**config.mk**
```make
export PLATFORM = sky130hd
export DESIGN_NAME = usb_sess
export DESIGN_NICKNAME = d
export VERILOG_FILES = /design/src/rtl/usb_sess.sv
export SDC_FILE = /design/constraint.sdc
export NUM_CORES = 1
export LEC_CHECK = 0
export BUFFER_PORTS_ARGS = -buffer_cell sky130_fd_sc_hd__buf_2
export CAP_MARGIN = 0
export CORE_AREA = 10 10 106 108
export DETAILED_ROUTE_END_ITERATION = 8
export DIE_AREA = 0 0 116 118
export PLACE_DENSITY = 0.81
export SLEW_MARGIN = 20
export SYNTH_ARGS = -nofsm -noshare
export SYNTH_HDL_FRONTEND = slang
export SYNTH_SLANG_ARGS = --single-unit
```
**constraint.sdc**
```tcl
create_clock -name clk -period 5.6 [get_ports clk]
set_clock_uncertainty 0.05 [all_clocks]
set_input_delay 0.56 -clock clk [delete_from_list [all_inputs] [get_ports clk]]
set_output_delay 0.56 -clock clk [all_outputs]
set_load 0.1 [all_outputs]
```
**src/rtl/usb_sess.sv**
```systemverilog
// User-side USB session controller: command valid/ready to fs_send/fd_send handshake,
// fs_read/fd_read acknowledge with a status pulse, and a ring of RAM slots for received data.
module usb_sess #(
    parameter logic [11:0] SLOT_SIZE = 12'd512,
    parameter int          SLOT_NUM  = 8,
    parameter logic [3:0]  BT_DATA   = 4'h2,
    parameter logic [15:0] TIMEOUT   = 16'd50000
) (
    input  logic        clk,
    input  logic        rst,
    input  logic        cmd_valid,
    input  logic [3:0]  cmd_btype,
    input  logic [31:0] cmd_data,
    output logic        cmd_ready,
    output logic        tx_err,
    output logic        fs_send,
    output logic [3:0]  send_btype,
    output logic [31:0] cache_cmd,
    input  logic        fd_send,
    input  logic        fs_read,
    input  logic [3:0]  read_btype,
    input  logic [31:0] cache_stat,
    output logic        fd_read,
    output logic [11:0] read_ram_init,
    output logic        stat_valid,
    output logic [3:0]  stat_btype,
    output logic [31:0] stat_data,
    output logic        slot_rdy,
    output logic [11:0] slot_base,
    input  logic        slot_free,
    output logic        ovf,
    input  logic        ovf_clr
);

    localparam int PW = $clog2(SLOT_NUM);
    localparam int CW = PW + 1;
    localparam logic [CW-1:0] SLOT_FULL = CW'(SLOT_NUM);

    typedef enum logic [1:0] {T_IDLE, T_SEND, T_WAIT} tx_state_t;
    typedef enum logic [1:0] {R_IDLE, R_LATCH, R_ACK} rx_state_t;

    tx_state_t     r_tx_state, w_tx_next;
    rx_state_t     r_rx_state, w_rx_next;
    logic [15:0]   r_tx_cnt;
    logic [3:0]    r_send_btype;
    logic [31:0]   r_cache_cmd;
    logic          w_tx_acc, w_tx_to;
    logic          r_stat_valid;
    logic [3:0]    r_stat_btype;
    logic [31:0]   r_stat_data;
    logic [PW-1:0] r_slot_wp, r_slot_rp;
    logic [CW-1:0] r_slot_cnt;
    logic          r_ovf;
    logic          w_latch, w_is_data, w_adv, w_ovf_set, w_free;

    // TX: command acceptance, fs_send hold, timeout on missing fd_send
    always_comb begin
        w_tx_next = r_tx_state;
        w_tx_acc  = 1'b0;
        w_tx_to   = 1'b0;
        case (r_tx_state)
            T_IDLE: if (cmd_valid) begin
                w_tx_acc  = 1'b1;
                w_tx_next = T_SEND;
            end
            T_SEND: begin
                if (fd_send) begin
                    w_tx_next = T_WAIT;
                end else if (r_tx_cnt == TIMEOUT - 16'd1) begin
                    w_tx_to   = 1'b1;
                    w_tx_next = T_WAIT;
                end
            end
            T_WAIT:  if (!fd_send) w_tx_next = T_IDLE;
            default: w_tx_next = T_IDLE;
        endcase
    end

    always_ff @(posedge clk or negedge rst) begin
        if (!rst) begin
            r_tx_state   <= T_IDLE;
            r_tx_cnt     <= 16'd0;
            r_send_btype <= 4'd0;
            r_cache_cmd  <= 32'd0;
        end else begin
            r_tx_state <= w_tx_next;
            if (w_tx_acc) begin
                r_tx_cnt     <= 16'd0;
                r_send_btype <= cmd_btype;
                r_cache_cmd  <= cmd_data;
            end else if (r_tx_state == T_SEND) begin
                r_tx_cnt <= r_tx_cnt + 16'd1;
            end
        end
    end

    // RX: one latch cycle, then hold fd_read until fs_read drops
    always_comb begin
        w_rx_next = r_rx_state;
        case (r_rx_state)
            R_IDLE:  if (fs_read) w_rx_next = R_LATCH;
            R_LATCH: w_rx_next = R_ACK;
            R_ACK:   if (!fs_read) w_rx_next = R_IDLE;
            default: w_rx_next = R_IDLE;
        endcase
    end

    assign w_latch   = (r_rx_state == R_LATCH);
    assign w_is_data = w_latch && (read_btype == BT_DATA);
    assign w_adv     = w_is_data && (r_slot_cnt != SLOT_FULL);
    assign w_ovf_set = w_is_data && (r_slot_cnt == SLOT_FULL);
    assign w_free    = slot_free && (r_slot_cnt != '0);

    always_ff @(posedge clk or negedge rst) begin
        if (!rst) begin
            r_rx_state   <= R_IDLE;
            r_stat_valid <= 1'b0;
            r_stat_btype <= 4'd0;
            r_stat_data  <= 32'd0;
        end else begin
            r_rx_state   <= w_rx_next;
            r_stat_valid <= w_latch;
            if (w_latch) begin
                r_stat_btype <= read_btype;
                r_stat_data  <= cache_stat;
            end
        end
    end

    // Slot ring: pointers wrap naturally since SLOT_NUM is a power of two
    always_ff @(posedge clk or negedge rst) begin
        if (!rst) begin
            r_slot_wp  <= '0;
            r_slot_rp  <= '0;
            r_slot_cnt <= '0;
            r_ovf      <= 1'b0;
        end else begin
            if (w_adv)  r_slot_wp <= r_slot_wp + PW'(1);
            if (w_free) r_slot_rp <= r_slot_rp + PW'(1);
            case ({w_adv, w_free})
                2'b10:   r_slot_cnt <= r_slot_cnt + CW'(1);
                2'b01:   r_slot_cnt <= r_slot_cnt - CW'(1);
                default: r_slot_cnt <= r_slot_cnt;
            endcase
            if (w_ovf_set)    r_ovf <= 1'b1;
            else if (ovf_clr) r_ovf <= 1'b0;
        end
    end

    assign cmd_ready     = (r_tx_state == T_IDLE);
    assign fs_send       = (r_tx_state == T_SEND);
    assign tx_err        = w_tx_to;
    assign send_btype    = r_send_btype;
    assign cache_cmd     = r_cache_cmd;
    assign fd_read       = (r_rx_state == R_ACK);
    assign stat_valid    = r_stat_valid;
    assign stat_btype    = r_stat_btype;
    assign stat_data     = r_stat_data;
    assign read_ram_init = 12'(r_slot_wp) * SLOT_SIZE;
    assign slot_base     = 12'(r_slot_rp) * SLOT_SIZE;
    assign slot_rdy      = (r_slot_cnt != '0);
    assign ovf           = r_ovf;

endmodule

```
==> impl_results.md <==
* Worst-skew pair later-pin latency at about 360 ps
* Starting Density at 0.492
* Worst r2r path cells at 7
* Total GRT Usage at 0.168
* Detail Route Antenna Nets at 0
* Worst slew margin at 0.369
* Final hold vios at 0
* Final-report max-slew violation count at 0
* Hold buffer count at cts at 0
* Dpl hpwl at 8970 µm
* P&R area growth vs syn at 22.9%
* Crit start category: flip-flop
* Yosys warnings at 0
* Mapped Avg Cell Area at 9.18 µm²
* Number of global-route vias before repair at 3889
* Async S/R FF share, synth at 1.00
* Critical Path Sink Type: output pin
* Placement Rows at 35
* GP Congestion at about 0.81
* Number of synthesized flops with an enable pin at 0
* Final worst path period need at 2970 ps
* Share of cells above drive strength 1 at 0.295
* CTS clk-pin slew, worst paths at 100 ps
* Synthesized instance count at approximately 490
* Synth Flop Type: dfrtp_1
* Die area at 13700 µm²
* Setup Viol. Count Final at 0
* Number of diodes at 0
* Crit path DAT at 2360 ps
* Port Buffers at around 160
* Num ports at 182
* Fmax at roughly 340 MHz
* Vias per cell at just under 5
* Die width at about 120 µm
* Routed WL at 11700 µm
* Worst hold path class: in2async
* TritonCTS clock tree: yes
* DR vias at roughly 3800
* WP data required at around 5000 ps
* Largest net degree at the start of global routing at between 70 and 80
* Initial antenna violation count at 0
* Chip Height at 118 µm
* # H-tree levels at 3
* Clk sinks at between 100 and 150
* Cts repair resizes at 0
* Drt pass-1 iters at 4
* Run status: completed
* CTS root buffer: clkbuf_8
* Max_cap viols at 0
* Crit share post-route at 0.531
* Drt wl/cell at 15.3 µm
* RSZ-0062 raised after global routing: false
* Worst slew pin tran at about 950 ps
* Setup TNS at 0 ps
* Unique masters post-synth at between 40 and 50
* Residual DRC count at 0
* Num CTS Buffers at 9
* Post-synthesis sequential area ratio at 0.581
* Worst-path fanout max at 7
* Synth Register Bits at around 100
* Post-CTS setup buffers at 0
* First DRT Iteration DRCs at approximately 130
* CORE AREA at between 9000 and 10000 µm²
* Clk buf depth at 2
* Nets at ~730
* Critical path class: reg2out
* GRT overflow at 0
* First-pass GRT wire length at 18800 µm
* Post-Route Utilization at 0.605
* Post-synthesis cell area at between 4000 and 5000 µm²
[routing by layer]
| layer | track usage | part of all wire | vias up |
|---|---|---|---|
| met5 | 0 | 0 | - |
| met4 | 0.0509 | 0.0098 | 0 |
| met3 | 0.0642 | 0.10 | 13 |
| met2 | 0.285 | 0.50 | 145 |
| met1 | 0.187 | 0.38 | 1798 |
| li1 | - | - | 1831 |
[kinds of logic (layout without fill, tap and decap cells)]
logic type,after synthesis,count (layout),share of synthesized area
compound gates,25,25,0.0332
flops,104,104,0.581
fa+ha+maj,7,7,0.0212
other cells,1,18,0.000837
mux,10,10,0.0229
simple gates,284,284,0.271
buf+inv,51,197,0.0584
xor+xnor,6,6,0.0117
[layout make-up]
| cell class | count | area [µm²] |
|---|---|---|
| Clock buffer | 9 | 124 |
| Clock inverter | 7 | 52.6 |
| Fill cell | 790 | 3600 |
| Inverter | 13 | 48.8 |
| Multi-Input combinational cell | 350 | 1690 |
| Sequential cell | 104 | 2600 |
| Tap cell | 111 | 139 |
| Timing Repair Buffer | 168 | 856 |
[placed cells by master, fill, tap and decap left out, drive strengths merged, types with 3 or more instances in the layout]
cell type,Yosys,layout
nand2,240,240
buf,25,168
dfrtp,104,104
conb,1,18
inv,13,16
o21ai,12,12
clkbuf,13,9
mux2i,8,8
nand3,7,7
ha,6,6
nor2,5,5
nor4,5,5
xnor2,4,4
a21oi,4,4
nor3b,4,4
nand2b,3,3
nand4,3,3
clkinv,0,3
[worst max-delay path: stages (launching register included)]
cell	delay, ps
dfrtp_1	480
or4bb_1	520
nor4_2	350
nor3b_1	210
buf_2	460
[cell usage after synthesis, drive strengths merged, types with 3 or more instances]
cell,number,share of area
nand2,240,0.20
dfrtp,104,0.58
buf,25,0.037
clkbuf,13,0.011
inv,13,0.011
o21ai,12,0.013
mux2i,8,0.018
nand3,7,0.011
ha,6,0.017
nor2,5,0.0042
nor4,5,0.0084
a21oi,4,0.0045
nor3b,4,0.0067
xnor2,4,0.0078
nand2b,3,0.0042
nand4,3,0.0042
[registers in the layout, summed over array words and instances (netlist names)]
signal,cells
send_btype,4
stat_valid,1
r_rx_state,2
stat_btype,4
r_slot_rp,3
r_slot_wp,3
r_tx_cnt,16
r_tx_state,2
cache_cmd,32
ovf,1
r_slot_cnt,4
stat_data,32
[metrics by stage]
| stage | setup WS [ps] | hold WS (ps) | area, µm² | cells |
|---|---|---|---|---|
| 4_1_cts | 2590 | 36.1 | 5510 | 762 |
| 3_3_place_gp | 2800 | 369 | 5330 | 746 |
| 2_1_floorplan | 1510 | 214 | 4540 | 505 |
| 6_report | 2630 | 44.7 | 5510 | 762 |
| 5_1_grt | 2470 | 46.9 | 5510 | 762 |
| 3_5_place_dp | 2650 | 385 | 5330 | 746 |
[worst paths after layout]
check                               from             to  slack [ps]
min in group clk           cache_stat[9]   stat_data[9]         330
min reg2reg                r_rx_state[1]  r_rx_state[0]         400
min                                  rst  cache_cmd[11]          40
max in group asynchronous            rst  stat_data[30]        4180
max reg2reg                r_slot_cnt[0]  r_slot_cnt[3]        2820
max                          r_tx_cnt[5]         tx_err        2630
Power is left out: the tool's default activity adds up to more than one toggle a clock period on the data nets, which glitch-free logic cannot reach.
